==> src/rtl/if_fetch_stage.sv <==
// if_fetch_stage
//   Instruction-fetch stage feeding the IF/ID pipeline register. Owns the PC,
//   requests instructions over a req/ready handshake and presents one
//   registered output slot (instruction, its address, address+4, valid).
//
// Ports
//   clk          clock, all state updates on posedge
//   reset        synchronous active-low reset
//   stall        IF/ID does not capture this cycle; slot is held
//   redirect     taken branch / flush, load redirect_pc
//   redirect_pc  new fetch address, bits [1:0] forced to zero
//   imem_req     request outstanding to instruction memory
//   imem_addr    registered request address, stable while imem_req=1
//   imem_ready   memory response for the outstanding request
//   imem_rdata   instruction word, valid when imem_req & imem_ready
//   Inst_IF      fetched instruction (NOP_INST when fetch_valid=0)
//   PC_out_IF    address of Inst_IF
//   Add_4_IF     PC_out_IF + 4, wrapping
//   fetch_valid  slot holds a real instruction
//
// state | meaning
// ------+---------------------------------------------------------------
// IDLE  | just out of reset, no request
// REQ   | request pending or outstanding at the current pc
// DROP  | stale request outstanding after a redirect; its data is thrown away
module if_fetch_stage #(
  parameter int                PC_W     = 64,
  parameter int                INST_W   = 32,
  parameter logic [PC_W-1:0]   RESET_PC = '0,
  parameter logic [INST_W-1:0] NOP_INST = 32'hD503201F
) (
  input  logic              clk,
  input  logic              reset,
  input  logic              stall,
  input  logic              redirect,
  input  logic [PC_W-1:0]   redirect_pc,
  output logic              imem_req,
  output logic [PC_W-1:0]   imem_addr,
  input  logic              imem_ready,
  input  logic [INST_W-1:0] imem_rdata,
  output logic [INST_W-1:0] Inst_IF,
  output logic [PC_W-1:0]   PC_out_IF,
  output logic [PC_W-1:0]   Add_4_IF,
  output logic              fetch_valid
);

  localparam logic [1:0] S_IDLE = 2'd0;
  localparam logic [1:0] S_REQ  = 2'd1;
  localparam logic [1:0] S_DROP = 2'd2;

  localparam logic [PC_W-1:0] PC_INC     = PC_W'(4);
  localparam logic [PC_W-1:0] ALIGN_MASK = ~PC_W'(3);

  logic [1:0]        r_state;
  logic [PC_W-1:0]   r_pc;
  logic [PC_W-1:0]   r_addr;
  logic              r_held;
  logic              r_valid;
  logic [INST_W-1:0] r_inst;
  logic [PC_W-1:0]   r_pc_out;
  logic [PC_W-1:0]   r_add4;

  logic              w_slot_free;
  logic              w_req;
  logic              w_hit;
  logic [PC_W-1:0]   w_addr_inc;
  logic [PC_W-1:0]   w_redir_pc;

  // A new request is only raised when the slot is empty or being consumed
  // this cycle, so a response can never overwrite an unconsumed slot. Once
  // raised and not answered, r_held keeps it up regardless of stall. Raising
  // combinationally lets a stall release consume and issue in the same cycle.
  assign w_slot_free = !r_valid || !stall;
  assign w_req       = (r_state == S_DROP) ||
                       ((r_state == S_REQ) && (r_held || w_slot_free));
  assign w_hit       = w_req && imem_ready;
  assign w_addr_inc  = r_addr + PC_INC;
  assign w_redir_pc  = redirect_pc & ALIGN_MASK;

  always_ff @(posedge clk) begin
    if (!reset) begin
      r_state  <= S_IDLE;
      r_pc     <= RESET_PC;
      r_addr   <= RESET_PC;
      r_held   <= 1'b0;
      r_valid  <= 1'b0;
      r_inst   <= NOP_INST;
      r_pc_out <= RESET_PC;
      r_add4   <= RESET_PC + PC_INC;
    end else if (redirect) begin
      r_pc    <= w_redir_pc;
      r_valid <= 1'b0;
      r_inst  <= NOP_INST;
      r_held  <= 1'b0;
      // Unanswered request still visible to memory: keep presenting it at
      // the stale address until it completes.
      if (w_req && !imem_ready) begin
        r_state <= S_DROP;
      end else begin
        r_state <= S_REQ;
        r_addr  <= w_redir_pc;
      end
    end else begin
      case (r_state)
        S_IDLE: begin
          r_state <= S_REQ;
        end
        S_REQ: begin
          if (!stall) begin
            r_valid <= 1'b0;
            r_inst  <= NOP_INST;
          end
          if (w_hit) begin
            r_inst   <= imem_rdata;
            r_pc_out <= r_addr;
            r_add4   <= w_addr_inc;
            r_valid  <= 1'b1;
            r_pc     <= w_addr_inc;
            r_addr   <= w_addr_inc;
            r_held   <= 1'b0;
          end else if (w_req) begin
            r_held <= 1'b1;
          end
        end
        S_DROP: begin
          if (imem_ready) begin
            r_state <= S_REQ;
            r_addr  <= r_pc;
          end
        end
        default: begin
          r_state <= S_IDLE;
        end
      endcase
    end
  end

  assign imem_req    = w_req;
  assign imem_addr   = r_addr;
  assign Inst_IF     = r_inst;
  assign PC_out_IF   = r_pc_out;
  assign Add_4_IF    = r_add4;
  assign fetch_valid = r_valid;

endmodule

==> config.mk <==
export PLATFORM = sky130hd
export DESIGN_NAME = if_fetch_stage
export DESIGN_NICKNAME = d
export VERILOG_FILES = /design/src/rtl/if_fetch_stage.sv
export SDC_FILE = /design/constraint.sdc
export NUM_CORES = 1
export LEC_CHECK = 0
export ABC_AREA = 1
export CAP_MARGIN = 20
export CORE_UTILIZATION = 45
export DETAILED_ROUTE_END_ITERATION = 10
export PLACE_DENSITY = 0.8
export SLEW_MARGIN = 5
export SYNTH_ARGS = -nofsm -noshare
export SYNTH_HDL_FRONTEND = slang
export SYNTH_SLANG_ARGS = --single-unit
==> constraint.sdc <==
create_clock -name clk -period 1.9 [get_ports clk]
set_input_delay 0.285 -clock clk [delete_from_list [all_inputs] [get_ports clk]]
set_output_delay 0.285 -clock clk [all_outputs]
set_load 0.01 [all_outputs]
### After elaboration in Yosys (flattened, before gate mapping)

Cells that the tools add are included.

| word-level totals | value |
|---|---|
| register bits after elaboration | 292 |
| output and inout port bits | 226 |

| operators by class | value |
|---|---|
| $add $sub $neg | 1 |
| eq/ne operators | 7 |
| multiplexer cells | 18 |
| bitwise logic cells | 2 |
| reduce and logical (&&, ||, !) cells | 22 |

Operators with widths:

| cell | number |
|---|---|
| 64-bit two-way mux | 7 |
| 64-bit one-hot mux with 2 select lines | 1 |
| 64-bit by 3-bit adder with 64-bit output (second input constant) | 1 |
| 32-bit two-way mux | 2 |
| 2-bit AND reduction | 5 |
| 2-bit two-way mux | 3 |
| 3-bit != test (second input constant) | 2 |
| 2-bit one-hot mux with 3 select lines | 1 |
| 2-bit nonzero test | 3 |
| 1-bit two-way mux | 4 |
| 2-bit != test (second input constant) | 2 |
| 4-bit AND reduction | 1 |
| 1-bit logical AND | 3 |
| 1-bit logical NOT | 3 |
| 1-bit logical OR | 3 |
| 3-bit AND reduction | 1 |
| 3-bit nonzero test | 1 |
| 2-bit by 1-bit == test with 1-bit output (second input constant) | 1 |
| 2-bit == test (second input constant) | 1 |
| 2-bit logical NOT | 1 |
| 2-bit by 1-bit != test with 1-bit output (second input constant) | 1 |
| 1-bit NOT | 2 |
| 2-bit OR reduction | 1 |

### Logic depth before layout (Yosys ltp)

Gate-level depths: netlist of the first run.

| depth | value |
|---|---|
| word-level depth | 9 |
| gate-level depth with buffers | 13 |
| gate-level depth less buffers | 12 |

### Least setup slack after synthesis of the first run

OpenSTA, ideal clock, no wires.

| path | value |
|---|---|
| path type | register to register |
| from | register r_addr[3], in the netlist imem_addr[3] |
| to | register r_pc[38] |
| library setup time | 0.132 ns |
| data arrival time | 1.604 ns |
| path slack | 0.164 ns |
| cell stages (with the launch flop) | 11 |
| cell sequence | dfxtp_1 -> ha_1 -> nand2_1 -> nor2_2 -> nand2_1 -> nor2_4 -> nand2_1 -> o21ai_0 -> nand2_1 -> nand2_1 -> a21oi_1 |

| on the way | value |
|---|---|
| word-level cells in the longest chain between the ends | 4 |

RTL lines:

| item | RTL line | RTL |
|---|---|---|
| start, declared | 56 | `logic [PC_W-1:0] r_addr;` |
| start signal, assigned | 101 | `r_addr <= w_redir_pc;` |
| start signal, assigned | 119 | `r_addr <= w_addr_inc;` |
| start signal, assigned | 128 | `r_addr <= r_pc;` |
| 64-bit by 3-bit adder with 64-bit output | 77 | `assign w_addr_inc = r_addr + PC_INC;` |
| 64-bit two-way mux | 113 | `if (w_hit) begin` |
| 64-bit two-way mux | 104 | `case (r_state)` |
| 64-bit two-way mux | 90 | `end else if (redirect) begin` |
| end signal, assigned | 91 | `r_pc <= w_redir_pc;` |
| end signal, assigned | 118 | `r_pc <= w_addr_inc;` |
| end, declared | 55 | `logic [PC_W-1:0] r_pc;` |

Every way passes these cells. The select of a mux whose other input is x is not followed.
A chain may end at the register's enable or synchronous reset.

### Worst setup path in the final report of the first run

| path | value |
|---|---|
| from | register r_addr[15], in the netlist imem_addr[15] |
| to | output imem_addr[15] |

RTL lines:

| item | RTL line | RTL |
|---|---|---|
| end, declared | 38 | `output logic [PC_W-1:0] imem_addr,` |

No word-level cell between the ends.

==> metrics.txt, run 1 <==
RSZ-0062 raised after global routing yes; Power Density 805.2 nW/µm²; clock skew 0.009448 ns; Worst R2R Path Depth 13; DR vias/cell 5.370; max_slew headroom 58.71%; area grow syn2layout 48.39%; hold-fix buffer count after cts 0; htree depth 1; Slew Viols, Final 0; count leader, synth nand2_1; share of post-route cells with drive strength above 1 14.72%; outcome complete, no violations; WP depth 2; maximum VDD drop 0.0005834 V; Initial Util 46.07%; hold crit path type in2reg; Worst Path Class, Setup reg2out; CP arrival 1.60 ns; fraction of registers with async set/reset 0%; Mean Syn Cell Area 6.849 µm²; die height 171.3 µm; Most used DFF post-synth dfxtp_1; Yosys warning count 0; Post-Syn Area 12900 µm²; Critical Path Start imem_addr[15]; largest net degree at the start of global routing 70; CP max-delay cell clkdlybuf4s50_1; initial antenna violation count 2; Die Width 171.3 µm; synth top area cells dfxtp_1 (45%), nand2_1 (14%), o21ai_0 (8.6%); final setup fails 0; Std-Cell Rows 61; synthesized instance count 1884; Max FO, Critical Path 5; Detail Route Antenna Nets 0; reg-to-reg startpoint imem_addr[2]; CP Capture Type output port; Worst-Margin Slew 0.6193 ns; leakage power 8.050 nW; core area 28010 µm²; worst path buffer plus inverter count 2; area post-placement 17480 µm²; Pre-antenna DRT Iters 6; hold depth 3; area share of the largest cell type after synthesis 44.99%; Layout Nets 2397; most instantiated cells after synthesis nand2_1 (490), dfxtp_1 (290), nor2_1 (259); Hold Path End imem_addr[1]; vias in the first global route 13389; I/O Buffers 324; drc violations 0; Clock Latency Late Sink 0.57 ns; area leader, netlist dfxtp_1; placed insts 2627; Max Freq 0.5308 GHz; GRT overflow 0; Clock Pin Slew Worst Setup and Hold Paths 0.06 ns; Netlist cell types 31; crit share post-route 99.16%; CP top delay family buffers and inverters; DRT Wirelength 47290 µm; global-route wire length before repair 70510 µm; via count 14483; Hold Vio Cnt, Final 0; routability cong. 0.9481; clk sink count 290; Synthesized Nets 1986; TritonCTS buffer count 29; sequential area share after synthesis 44.99%; gr usage total 30.36%; post-route cell area 19150 µm²; R2R Setup Slk 0.02 ns; CTS tree yes; DR iter-0 viols 1202; number of synthesized register bits 290; R2R Path End r_pc[44]; die area 29360 µm²; fin cells 2697; Total Power Consumption 0.01542 W; post-detail-place hpwl 32860 µm; Max stage delay on crit path 0.53 ns; clk root buf clkbuf_16; I/O pin count 327; clock buffer depth 3; Post-synth EDFFs 0; hold_sp reset; drt wl/cell 17.53 µm; Period minus WS final 1.884 ns; Req. time, crit path 1.62 ns; critical path startpoint category register; WHS 0.08154 ns; number of max-cap violations 0; worst path cell trace buf_4 > clkdlybuf4s50_1
## kinds of logic after synthesis
logic type               synth area share (%)
AO/OA/AOI/OAI                           19.94
XOR/XNOR                                2.104
adder cells (fa/ha/maj)               0.09695
buffers and inverters                   7.699
flip-flops                              44.99
AND/OR/NAND/NOR                         25.17
## cell type report
class                   count  area (µm²)
fillers                  2260        8864
multi-input cells        1344        6531
flip-flops and latches    290        5852
repair buffers            483        4766
clock buffers              41       810.8
inverters                 147       558.0
well taps                 378       473.0
clock inverters            12       151.4
diodes                      2       5.005
## layout by cell type (no fill, tap or decap), types with 4 or more instances in the layout
cell and n:
clkbuf_16 30, dlygate4sd2_1 17, buf_12 19, nor2_2 13
o22ai_1 12, buf_4 130, nor2_1 245, a21oi_2 5
xnor2_2 7, a21oi_1 192, nand3_1 43, clkbuf_8 4
inv_1 139, buf_6 10, dlymetal6s2s_1 28, a21boi_0 13
nand2_1 460, dfxtp_1 255, nor2_4 10, o21bai_4 4
clkinv_2 5, o21bai_1 5, inv_2 5, o21ai_0 220
nand3_2 8, nand2_2 21, a31oi_1 26, clkdlybuf4s50_1 276
dfxtp_2 34, xor2_1 9, nand4_1 8, nand2_4 12
clkbuf_1 8, xnor2_1 13
## worst max path at each step
| stage | to | slack (ns) |
|---|---|---|
| CTS | imem_addr[20] | 0.0006 |
| floorplan | r_pc[38] | 0.16 |
| detailed placement | PC_out_IF[3] | -0.13 |
| global route | Add_4_IF[63] | -0.08 |
| global placement | PC_out_IF[3] | -0.07 |
| finish | imem_addr[15] | 0.02 |
## layer usage
layer	global-route usage (%)	up-vias	wire, µm
met5	0	-	0
met4	12.77	0	1679
met3	5.407	115	4545
met2	50.11	756	22050
met1	38.93	6709	19020
li1	-	6903	-
## state kept, by name, indices dropped and copies added (netlist names)
register     flops
r_pc            64
r_state          2
Inst_IF         32
imem_addr       64
PC_out_IF       64
r_held           1
fetch_valid      1
Add_4_IF        62
## through the flow
step	utilization [%]	setup TNS, ns	setup slack (ns)
after floorplan	-	0	0.1637
after global placement	62.39	-1.382	-0.07241
after detailed placement	62.39	-8.574	-0.1347
after CTS	66.21	0	0.0005540
after global routing	68.36	-1.857	-0.07579
final	68.36	0	0.01590
## timing repair
item,CTS,global route
cloned,0,1
setup buffers,1,13
pin swaps,2,21
setup endpoints to repair,154,166
hold endpoints to repair,0,0
resized for setup,72,128
## power by group
part / switching, W / total (W) / internal [W]
logic: 0.00150 / 0.00282 / 0.00133
registers: 0.000280 / 0.00674 / 0.00646
clock network: 0.00247 / 0.00585 / 0.00338
total: 0.00425 / 0.0154 / 0.0112
## worst register-to-register path, delay by kind of cell (launching register included)
kind | cells | cell delay, ns
fa+ha+maj | 1 | 0.15
compound gates | 1 | 0.14
flops | 1 | 0.37
simple gates | 7 | 0.69
buf+inv | 4 | 0.45
Power figures use the tool's default switching activity.
==> run 2, diff against run 1 <==
SETUP_SLACK_MARGIN = 0.15   (was not set)
==> run 2 against run 1 <==
- the run now ends with negative setup slack left
- sequential share of layout area is 2.8 points lower
- register-to-register slack lost 0.096 ns
- cell count rose by 1.8%
- combinational power increased by 16%
- total power is 3.8% higher
- maximum frequency shrank 4.9%
- hold slack worse by 0.0067 ns
- cell area is 10% higher
- setup slack lost 0.096 ns
- utilization is 7.1 points higher
- first-iteration DRC count is 38% higher
==> metrics.txt, run 2 (synthesis results as in run 1) <==
outcome finished with violations; failing checks negative setup slack; final setup fails 18 (+18); crit share post-route 104.2% (+5.1 points); placed insts 2627 (unchanged); GRT busiest layer met2; Slew Viols, Final 0 (unchanged); clock skew 0.02011 ns (+0.01066 ns); initial antenna violation count 4 (+2); Max FO, Critical Path 5 (unchanged); CP max-delay cell dfxtp_2; vias in the first global route 13825 (+3.3%); Hold Vio Cnt, Final 0 (unchanged); Std-Cell Rows 61 (unchanged); most frequent CP cell nand2_4; clk root buf clkbuf_16; Layout Nets 2442 (+1.9%); CTS tree yes; DRT Wirelength 57100 µm (+21%); Total Power Consumption 0.01600 W (+3.8%); Power Density 756.8 nW/µm² (-6.0%); die area 29360 µm² (unchanged); area grow syn2layout 63.87%; via count 15849 (+9.4%); met2 Use GR 52.83% (+2.7 points); Detail Route Antenna Nets 0 (unchanged); Worst Slack Setup Final -0.08046 ns (-0.09636 ns); Core Util, Final 75.49% (+7.1 points); hold crit path type in2reg; routability cong. 0.9481 (unchanged); Req. time, crit path 2.38 ns (+0.76 ns); clk sink count 290 (unchanged); DR vias/cell 5.774 (+7.5%); Worst Path Class, Setup reg2reg; share of post-route cells with drive strength above 1 26.29% (+12 points); drc violations 0 (unchanged); Max stage delay on crit path 0.37 ns (-0.16 ns); core area 28010 µm² (unchanged); hold depth 3 (unchanged); met1 Use GR 40.03% (+1.1 points); Max Freq 0.5049 GHz (-4.9%); I/O Buffers 324 (unchanged); I/O pin count 327 (unchanged); Worst R2R Path Depth 12 (-1); TritonCTS buffer count 29 (unchanged); Clock Pin Slew Worst Setup and Hold Paths 0.07 ns (about the same); DR iter-0 viols 1659 (+38%); worst path buffer plus inverter count 1 (-1); drt wl/cell 20.80 µm (+19%); htree depth 1 (unchanged); CP Capture Type register; GRT overflow 0 (unchanged); Period minus WS final 1.980 ns (+0.09636 ns); max_slew headroom 45.76% (-13 points); Die Width 171.3 µm (unchanged); critical path startpoint category register; die height 171.3 µm (unchanged); maximum VDD drop 0.0007742 V (+33%); post-detail-place hpwl 32860 µm (unchanged); hold-fix buffer count after cts 0 (unchanged); worst path cell trace ha_4 > nand2_4 > nor2_4 > buf_12 > nand2_4 > nor2_4 > nand2_4 > nor2_2 > nand2_1 > nand2_2 > nand2_1 > a21oi_1; largest net degree at the start of global routing 70 (unchanged); number of max-cap violations 0 (unchanged); RSZ-0062 raised after global routing yes; WP depth 12 (+10); CP top delay family simple AND/OR/NAND/NOR gates; CP arrival 2.46 ns (+0.86 ns); most common cell after layout, fill and taps aside nand2_1; DP Worst Slack -0.1347 ns (unchanged); fin cells 2745 (+1.8%); clock buffer depth 3 (unchanged); Worst-Margin Slew 0.8136 ns (+0.1942 ns); leakage power 8.993 nW (+12%); grt met3 use 5.315% (-0.092 points); Clock Latency Late Sink 0.57 ns (about the same); gr usage total 31.51% (+1.2 points); Initial Util 46.07% (unchanged); most frequent cells in the layout nand2_1 (394), dfxtp_1 (253), nor2_1 (199), clkdlybuf4s50_1 (192), o21ai_0 (185); global-route wire length before repair 73240 µm (+3.9%); Pre-antenna DRT Iters 5 (-1)
==> run 2: changes by cell type in the layout (fill, tap and decap cells not counted), sizes merged <==
cell / delta
inv: -1
buf: +33
dlygate4sd2: +98
clkinv: +1
clkdlybuf4s50: -84
diode: +3
clkbuf: +12
dlymetal6s2s: -14
==> run 2: cell type report <==
type | count | area (µm²)
Multi-Input combinational cell | 1344 | 7791
Fill cell | 1846 | 6865
Sequential cell | 290 | 5862
Timing Repair Buffer | 528 | 5451
Clock buffer | 41 | 810.8
Inverter | 147 | 593.1
Tap cell | 378 | 473.0
Clock inverter | 12 | 151.4
Antenna cell | 5 | 12.51
==> run 2: tightest hold or removal path, delay by kind of cell <==
family | cells | cell delay, ns
buffers and inverters | 2 | 0.26
and+or+nand+nor | 1 | 0.06
==> run 2: metal layers <==
metal,share of wire (%),wire length (µm)
met1,36,20770
met2,46,26110
met3,11,6531
met4,6.5,3690
met5,0,0
==> run 2: final timing paths <==
check | start | to | slack, ns
worst max-delay path | imem_addr[2] | imem_addr[38] | -0.08
worst max register to register | imem_addr[2] | imem_addr[38] | -0.08
worst min-delay path | reset | r_state[1] | 0.07
worst min register to register | Add_4_IF[6] | Add_4_IF[6] | 0.46
==> run 2: power by group <==
part	total (W)	internal (W)	switching, W
clock	0.00594	0.00338	0.00256
sequential	0.00678	0.00646	0.000321
combinational	0.00328	0.00148	0.00180
total	0.0160	0.0113	0.00468
==> run 2: what timing repair did <==
item / 4_1_cts / 5_1_grt
setup endpoints to repair: 268 / 290
setup buffers: 14 / 24
cloned: 0 / 22
hold endpoints to repair: 0 / 0
pin swaps: 43 / 126
gates resized for setup: 290 / 403
==> run 2: through the flow <==
step                      cell area, µm²  setup TNS (ns)  hold WS (ns)
after global routing               21140          -2.462       0.08285
after detailed placement           17480          -8.574        0.4505
after floorplan                    12900               0        0.4221
final                              21150         -0.4524       0.07488
after CTS                          19000               0       0.07645
after global placement             17480          -1.382        0.4407
==> run 3, diff against run 2 <==
clock period = 2.35 ns   (was 1.9 ns; I/O delays follow)
==> run 3 against run 2 <==
- the run now ends clean
- largest cell class unchanged
- utilization down 12 points
- combinational power down 37%
- first-iteration DRC count down 28%
- clock skew down 0.0065 ns
- largest power group unchanged
==> metrics.txt, run 3 (synthesis results as in run 1) <==
Setup Fix Bufs, Post-CTS 0 (-14); Power Density 701.8 nW/µm² (-7.3%); maximum VDD drop 0.0005297 V (-32%); Clock Pin Slew Worst Setup and Hold Paths 0.06 ns (about the same); clk sink count 290 (unchanged); CTS tree yes; Max FO, Critical Path 6 (+1); global-route wire length before repair 68450 µm (-6.5%); Switch Pwr 0.003402 W (-27%); post-detail-place hpwl 31200 µm (-5.1%); crit share post-route 88.92%; worst path buffer plus inverter count 1 (unchanged); CP arrival 1.74 ns (-0.72 ns); I/O pin count 327 (unchanged); CTS resizes 2 (-99%); Total Power Consumption 0.01250 W (-22%); clock buffer depth 3 (unchanged); Period minus WS final 2.090 ns; internal power 0.009098 W (-20%); Hold Vio Cnt, Final 0 (unchanged); die height 171.3 µm (unchanged); Clk pwr share 39.8% (+2.7 points); worst path cell trace clkdlybuf4s50_1; fin cells 2595 (-5.5%); gr usage total 29.55% (-2.0 points); TritonCTS buffer count 31 (+6.9%); via count 13819 (-13%); clk root buf clkbuf_16; most frequent cells in the layout nand2_1 (485), clkdlybuf4s50_1 (321), dfxtp_1 (287), nor2_1 (253), o21ai_0 (223); clock skew 0.01362 ns (-0.006486 ns); GRT overflow 0 (unchanged); share of post-route cells with drive strength above 1 6.230% (-20 points); Worst-Margin Slew 0.6816 ns (-0.1319 ns); Worst Path Class, Setup reg2out; Max stage delay on crit path 0.68 ns (+0.31 ns); Clock Latency Late Sink 0.57 ns (about the same); Core Util, Final 63.59% (-12 points); DR iter-0 viols 1198 (-28%); CP top delay family buffers and inverters; initial antenna violation count 1 (-3); Std-Cell Rows 61 (unchanged); leakage power 6.768 nW (-25%); area post-placement 16720 µm² (-4.3%); Layout Nets 2294 (-6.1%); TNS Setup 0 ns (+0.4524 ns); sw frac 27.21% (-2.1 points); Die Width 171.3 µm (unchanged); RSZ-0062 raised after global routing yes; DR vias/cell 5.325 (-7.8%); Detail Route Antenna Nets 0 (unchanged); largest net degree at the start of global routing 103 (+47%); number of max-cap violations 0 (unchanged); final setup fails 0 (-18); Max Freq 0.4785 GHz; max_slew headroom 54.51% (+8.7 points); register area 5809 µm² (-0.90%); Slew Viols, Final 0 (unchanged); die area 29360 µm² (unchanged); area grow syn2layout 38.03%; Initial Util 46.07% (unchanged); placed insts 2537 (-3.4%); Req. time, crit path 2.00 ns (-0.38 ns); hold crit path type in2reg; CP Capture Type output port; drc violations 0 (unchanged); Multi-input gate area 6156 µm² (-21%); I/O Buffers 324 (unchanged); Pre-antenna DRT Iters 5 (unchanged); Reg power frac 43.8% (+1.4 points); CP max-delay cell clkdlybuf4s50_1; # fillers 2455 (+33%); DRT Wirelength 44810 µm (-22%); Logic pwr share 16.5% (-4.0 points); vias in the first global route 12700 (-8.1%); critical path startpoint category register; outcome complete, no violations; drt wl/cell 17.27 µm (-17%); hold-fix buffer count after cts 0 (unchanged); routability cong. 0.9362 (-1.3%); core area 28010 µm² (unchanged); htree depth 1 (unchanged); most common cell after layout, fill and taps aside nand2_1; post-route cell area 17810 µm² (-16%)
==> run 3: changes by cell type in the layout (fill, tap and decap cells not counted), moves of 38 or more <==
| cell | previous run | this run |
|---|---|---|
| nand2_1 | 394 | 485 |
| dlygate4sd2_1 | 115 | 1 |
| nand2_2 | 63 | 7 |
| clkdlybuf4s50_1 | 192 | 321 |
| a21oi_1 | 146 | 197 |
| nor2_1 | 199 | 253 |
| a21oi_2 | 51 | 0 |
| buf_6 | 40 | 0 |
| o21ai_0 | 185 | 223 |
| buf_4 | 116 | 44 |
==> run 3: power by group through the flow <==
| stage | Combinational [W] | Sequential (W) | Clock [W] |
|---|---|---|---|
| final | 0.00206 | 0.00547 | 0.00497 |
| after global routing | 0.00223 | 0.00550 | 0.00523 |
| after CTS | 0.00204 | 0.00546 | 0.00502 |
| after detailed placement | 0.00203 | 0.00556 | 0 |
| after global placement | 0.00199 | 0.00555 | 0 |
| after floorplan | 0.000864 | 0.00563 | 0 |
==> run 3: through the flow <==
step           setup slack, ns  hold slack (ns)
2_1_floorplan           0.6137           0.4395
3_5_place_dp            0.1688           0.4533
3_3_place_gp            0.1997           0.4416
6_report                0.2603           0.2045
4_1_cts                 0.1726           0.1824
5_1_grt                 0.1148           0.2194
==> run 3: path summary, 6_finish.rpt <==
kind                               startpoint       endpoint  slack [ns]  cells after the start
worst max register to register  imem_addr[12]       r_pc[48]        0.28                      9
worst min register to register   Add_4_IF[46]   Add_4_IF[46]        0.46                      2
worst max-delay path            imem_addr[17]  imem_addr[17]        0.26                      1
worst min-delay path                    reset        r_pc[8]        0.20                      3
==> run 3: area by class of cell <==
class | instances | share of cell area, %
Tap cell | 378 | 2.655
Clock inverter | 11 | 0.8079
Clock buffer | 45 | 4.988
Timing Repair Buffer | 378 | 21.21
Antenna cell | 2 | 0.02810
Inverter | 147 | 3.133
Multi-Input combinational cell | 1344 | 34.56
Sequential cell | 290 | 32.62
==> run 3: per-layer routing <==
| layer | vias to the layer above | GRT usage, % | part of all wire (%) | wire length [µm] |
|---|---|---|---|---|
| met5 | - | 0 | 0 | 0 |
| met4 | 0 | 9.705 | 3.3 | 1466 |
| met3 | 93 | 5.522 | 9.4 | 4214 |
| met2 | 656 | 48.04 | 45 | 20370 |
| met1 | 6356 | 39.34 | 42 | 18750 |
| li1 | 6714 | - | - | - |
